==> config.mk <==
export PLATFORM = sky130hd
export DESIGN_NAME = fft_reorder_sequencer
export DESIGN_NICKNAME = d
export VERILOG_FILES = /design/src/rtl/fft_reorder_sequencer.sv
export SDC_FILE = /design/constraint.sdc
export NUM_CORES = 1
export LEC_CHECK = 0
export BUFFER_PORTS_ARGS = -buffer_cell sky130_fd_sc_hd__buf_4
export CELL_PAD_IN_SITES_DETAIL_PLACEMENT = 0
export CELL_PAD_IN_SITES_GLOBAL_PLACEMENT = 1
export CORE_UTILIZATION = 45
export CTS_CLUSTER_SIZE = 12
export DETAILED_ROUTE_END_ITERATION = 16
export PLACE_DENSITY = 0.66
export SLEW_MARGIN = 20
export SYNTH_ARGS = -nofsm -noshare
export SYNTH_HDL_FRONTEND = slang
export SYNTH_SLANG_ARGS = --single-unit
==> constraint.sdc <==
create_clock -name clk -period 3.1 [get_ports clk]
set_input_delay 0.155 -clock clk [delete_from_list [all_inputs] [get_ports clk]]
set_output_delay 0.155 -clock clk [all_outputs]
set_load 0.01 [all_outputs]
==> src/rtl/fft_reorder_sequencer.sv <==
// fft_reorder_sequencer
// Collects one frame of buffer_size signed samples, writing each at the bit-reversed
// address of its arrival index, then streams the frame out in natural address order.
// Output position k therefore carries input sample number bitrev(k).
//
// Ports:
//   clk         sole clock, rising edge
//   rst         asynchronous active-high reset
//   abort       synchronous frame discard (FILL/DRAIN), overrides handshakes
//   in_valid    input sample valid
//   in_ready    block accepts a sample (FILL state)
//   in_sample   signed input sample
//   out_valid   output sample valid (DRAIN state)
//   out_ready   consumer accepts the output
//   out_sample  reordered sample, mem[rd_cnt]
//   out_index   output position within the frame
//   out_last    high with out_valid on the final position
//   frame_done  one-cycle pulse after the last output transfer
`timescale 1ns/1ps
module fft_reorder_sequencer #(
  parameter int unsigned buffer_size = 32,
  parameter int unsigned sample_size = 32,
  localparam int unsigned ADDR_W = $clog2(buffer_size)
) (
  input  logic                          clk,
  input  logic                          rst,
  input  logic                          abort,
  input  logic                          in_valid,
  output logic                          in_ready,
  input  logic signed [sample_size-1:0] in_sample,
  output logic                          out_valid,
  input  logic                          out_ready,
  output logic signed [sample_size-1:0] out_sample,
  output logic        [ADDR_W-1:0]      out_index,
  output logic                          out_last,
  output logic                          frame_done
);

  typedef enum logic [1:0] {StIdle, StFill, StDrain} state_e;

  localparam logic [ADDR_W-1:0] LastIdx = ADDR_W'(buffer_size - 1);

  state_e                        r_state, w_state_d;
  logic   [ADDR_W-1:0]           r_wr_cnt, w_wr_cnt_d;
  logic   [ADDR_W-1:0]           r_rd_cnt, w_rd_cnt_d;
  logic                          r_frame_done, w_frame_done_d;
  logic                          w_in_xfer, w_out_xfer;
  logic signed [sample_size-1:0] r_mem [buffer_size];

  function automatic logic [ADDR_W-1:0] bitrev(input logic [ADDR_W-1:0] a);
    logic [ADDR_W-1:0] r;
    for (int i = 0; i < int'(ADDR_W); i++) begin
      r[i] = a[int'(ADDR_W) - 1 - i];
    end
    return r;
  endfunction

  // Handshake flags come from registered state only; abort cancels both transfers.
  assign in_ready   = (r_state == StFill);
  assign out_valid  = (r_state == StDrain);
  assign w_in_xfer  = in_ready & in_valid & ~abort;
  assign w_out_xfer = out_valid & out_ready & ~abort;

  assign out_sample = r_mem[r_rd_cnt];
  assign out_index  = r_rd_cnt;
  assign out_last   = out_valid & (r_rd_cnt == LastIdx);
  assign frame_done = r_frame_done;

  always_comb begin
    w_state_d      = r_state;
    w_wr_cnt_d     = r_wr_cnt;
    w_rd_cnt_d     = r_rd_cnt;
    w_frame_done_d = 1'b0;
    unique case (r_state)
      StIdle: begin
        w_state_d = StFill;
      end
      StFill: begin
        if (abort) begin
          w_wr_cnt_d = '0;
          w_rd_cnt_d = '0;
        end else if (w_in_xfer) begin
          if (r_wr_cnt == LastIdx) begin
            w_state_d  = StDrain;
            w_wr_cnt_d = '0;
          end else begin
            w_wr_cnt_d = r_wr_cnt + ADDR_W'(1);
          end
        end
      end
      StDrain: begin
        if (abort) begin
          w_state_d  = StFill;
          w_wr_cnt_d = '0;
          w_rd_cnt_d = '0;
        end else if (w_out_xfer) begin
          if (r_rd_cnt == LastIdx) begin
            w_state_d      = StFill;
            w_rd_cnt_d     = '0;
            w_frame_done_d = 1'b1;
          end else begin
            w_rd_cnt_d = r_rd_cnt + ADDR_W'(1);
          end
        end
      end
      default: begin
        w_state_d = StIdle;
      end
    endcase
  end

  always_ff @(posedge clk or posedge rst) begin
    if (rst) begin
      r_state      <= StIdle;
      r_wr_cnt     <= '0;
      r_rd_cnt     <= '0;
      r_frame_done <= 1'b0;
    end else begin
      r_state      <= w_state_d;
      r_wr_cnt     <= w_wr_cnt_d;
      r_rd_cnt     <= w_rd_cnt_d;
      r_frame_done <= w_frame_done_d;
    end
  end

  // Sample storage is deliberately left without reset.
  always_ff @(posedge clk) begin
    if (w_in_xfer) begin
      r_mem[bitrev(r_wr_cnt)] <= in_sample;
    end
  end

endmodule

==> metrics.txt <==
Yosys reg bits a little over 1,000; Peak VDD IR about 0.48 mV; Max Freq approximately 0.33 GHz; vias 19,513; ANT nets after route 0; MaxCap Viol Count 0; Slew HR 0.534; CP max stage delay ~0.59 ns; crit path cell chain buf_16 > mux4_2 > a22oi_1 > a22oi_2 > buf_4; Die Area a little under 90,000 sq um; Layout Nets between 2,000 and 2,500; GRT overflow 0; Worst setup startpoint out_index[2]$_DFFE_PP0P_; CP max stage cell dfrtp_4; DRT Pass-1 Iters 5; htree depth 3; synth warn 0; endpoint class of the critical path output pin; Finished Cell Area roughly 46,000 sq um; post-synth top area cell edfxtp_1; clock tree buffer depth 3; clk_lat worst skew roughly 0.67 ns; total core area between 80,000 and 90,000 sq um; Post-DP HPWL about 55,000 um; I/O pins 78; clock buffer count from CTS 104; total stage count of the critical path 5; Hold Fails Final Rpt 0; Site Rows 108; Synth-to-Final Area Change 16.9%; status finished clean; Total Wirelength just over 100,000 um; CTS clock-pin slew for the worst setup and hold paths about 0.06 ns; first-pass GRT wire length roughly 140,000 um; Port Buffers 77; antenna violations before repair 2; delay-heaviest family, CP flip-flops; register area 31,100 sq um; largest cells by area after synthesis edfxtp_1, mux4_2, mux2i_1; final period utilization 0.986; Mapped Nets ~1,900; Post-synth EDFFs between 1,000 and 1,500; area of the multi-input gates approximately 8300 sq um; routed vias/inst 6.00; Reg-to-Reg Start out_index[0]$_DFFE_PP0P_; worst min path class input pin to asynchronous set/reset pin; RSZ-0062 raised after global routing true; Syn Inst Count 1,804; Yosys top cell area share 0.776; ys async rst share 0.0125; Synth cell types 48; DIE WIDTH approximately 300 um; Final Critical Period between 3 and 4 ns; DR iter-0 viols ~1,900; mean post-synth cell area around 22 sq um; Die Ht about 300 um; pwr dens roughly 600 nW/um^2; CTS tree built; setup_tns 0 ns; vias in the first global route between 20,000 and 25,000; Setup Skew ~0.017 ns; Req. time, crit path about 3 ns; Critical Path AT 2.90 ns; placed inst area 42,500 sq um; n_diodes 0; Setup crit start kind register; top_reg_cell synth edfxtp_1; Fillers between 6,000 and 7,000; clk sink count just over 1,000; # setup viols final 0; Starting Density 0.455; synthesized area slightly below 40,000 sq um; post-synthesis sequential area ratio 0.785; root buf cell clkbuf_16; leak pwr between 10 and 15 nW; crit path buf inv count 2; share of cells above drive strength 1 0.276; DRC violations left 0; pin count of the biggest net entering global routing between 70 and 80; WS Path Type register to output pin; worst-path fanout max just over 70; Total GRT Usage 0.228; Slew Viols, Final 0; Avg WL per Cell between 30 and 40 um; final RePlAce weighted congestion 0.781; worst reg2reg path depth 8; Worst Tran Pin Value approximately 0.70 ns
-- through the flow --
step / setup slack [ns] / total power [mW] / hold slack, ns / utilization / instances
finish: 0.0445 / 27.4 / 0.112 / 0.532 / 3253
global route: -0.0258 / 28.2 / 0.144 / 0.532 / 3253
CTS: 0.000504 / 27.6 / 0.101 / 0.531 / 3250
detailed placement: 0.526 / 16.4 / 0.244 / 0.488 / 3030
global placement: 0.511 / 16.3 / 0.236 / 0.488 / 3030
floorplan: 0.0775 / 16.0 / 0.0320 / - / 1804
-- synthesized netlist by cell type (3+ instances only) --
| cell | n |
|---|---|
| buf_1 | 6 |
| nor2_1 | 37 |
| nor2b_1 | 3 |
| buf_6 | 22 |
| buf_2 | 16 |
| edfxtp_1 | 1024 |
| mux2i_1 | 131 |
| nand2_1 | 14 |
| ha_1 | 10 |
| clkbuf_1 | 45 |
| nand3_1 | 7 |
| a22oi_1 | 93 |
| o21ai_1 | 3 |
| dfrtp_1 | 13 |
| buf_4 | 10 |
| nand3b_1 | 3 |
| o221ai_1 | 63 |
| a21oi_1 | 63 |
| and3_1 | 4 |
| inv_1 | 9 |
| mux4_2 | 191 |
| o21ai_0 | 4 |
-- worst paths after layout --
check	endpoint	slack, ns
max in group asynchronous	out_index[0]$_DFFE_PP0P_	2.57
min reg2reg	r_state[0]$_DFFE_PP0P_	0.54
max	out_sample[19]	0.04
min in group clk	frame_done$_DFF_PP0_	0.32
min	r_state[1]$_DFFE_PP0P_	0.11
max reg2reg	out_index[2]$_DFFE_PP0P_	0.49
-- state kept, by name (all words and copies together), names as in the netlist --
name	flops
r_mem	1024
r_wr_cnt	5
r_state	2
out_index	5
frame_done	1
-- worst register-to-register path: stages (launching register included) --
cell     delay [ns]
dfrtp_4        0.57
buf_12         0.21
buf_4          0.18
ha_1           0.23
and3_1         0.22
ha_1           0.23
or4_1          0.58
nor3b_1        0.23
a21o_1         0.11
-- placed cells by master (no fill, tap or decap), types with 3 or more instances in the layout --
master | netlist | final
edfxtp_1 | 1024 | 1024
mux4_2 | 191 | 191
buf_4 | 10 | 139
mux2i_1 | 131 | 127
clkbuf_16 | 0 | 105
a22oi_1 | 93 | 79
o221ai_1 | 63 | 61
a21oi_1 | 63 | 58
dlygate4sd3_1 | 0 | 37
buf_12 | 0 | 36
nor2_4 | 0 | 34
clkbuf_1 | 45 | 29
clkinv_1 | 0 | 16
a22oi_2 | 1 | 15
nand2_1 | 14 | 14
ha_1 | 10 | 10
inv_1 | 9 | 8
clkinv_2 | 0 | 8
dfrtp_1 | 13 | 8
nand3_1 | 7 | 6
buf_16 | 0 | 6
a21oi_2 | 0 | 5
nor2_1 | 37 | 4
o21ai_0 | 4 | 4
and3_1 | 4 | 4
mux2i_2 | 0 | 4
inv_2 | 2 | 3
o21ai_1 | 3 | 3
nand3b_1 | 3 | 3
inv_6 | 0 | 3
bufbuf_16 | 0 | 3
dfrtp_4 | 0 | 3
buf_6 | 22 | 3
-- logic make-up (layout without fill, tap and decap cells) --
| group | Yosys count | count (layout) | share of synthesized area |
|---|---|---|---|
| buf+inv | 112 | 405 | 0.0168 |
| compound gates | 240 | 240 | 0.0434 |
| simple gates | 83 | 84 | 0.0102 |
| mux | 322 | 322 | 0.142 |
| fa+ha+maj | 10 | 10 | 0.00316 |
| flops | 1037 | 1037 | 0.785 |
-- report_power, final --
group | internal (mW) | switching [mW] | leakage (nW) | total [mW]
sequential | 15.5 | 0.0225 | 9.38 | 15.5
clock | 6.28 | 5.02 | 1.44 | 11.3
combinational | 0.194 | 0.415 | 3.28 | 0.609
-- layer usage --
layer	vias up	routed length, um	global-route usage	part of all wire
li1	8145	-	-	-
met1	10530	41100	0.308	0.41
met2	696	50200	0.376	0.50
met3	142	6580	0.0424	0.065
met4	0	2760	0.0739	0.027
met5	-	0	0	0
-- timing repair --
action / 4_1_cts / 5_1_grt
endpoints found under the setup margin: 30 / 19
resized for setup: 22 / 18
setup buffers: 12 / 2
pin swaps: 1 / 2
hold endpoints to repair: 1050 / 0
cloned: 4 / 1
hold buffers: 37 / 0
-- final cells by class --
cell class,instances,share of cell area
clock buffers,133,0.0586
clock inverters,34,0.00570
inverters,11,0.000892
multi-input cells,656,0.179
flip-flops and latches,1037,0.671
well taps,1155,0.0312
repair buffers,227,0.0537
Note: power is estimated with default switching activity, not from simulation.
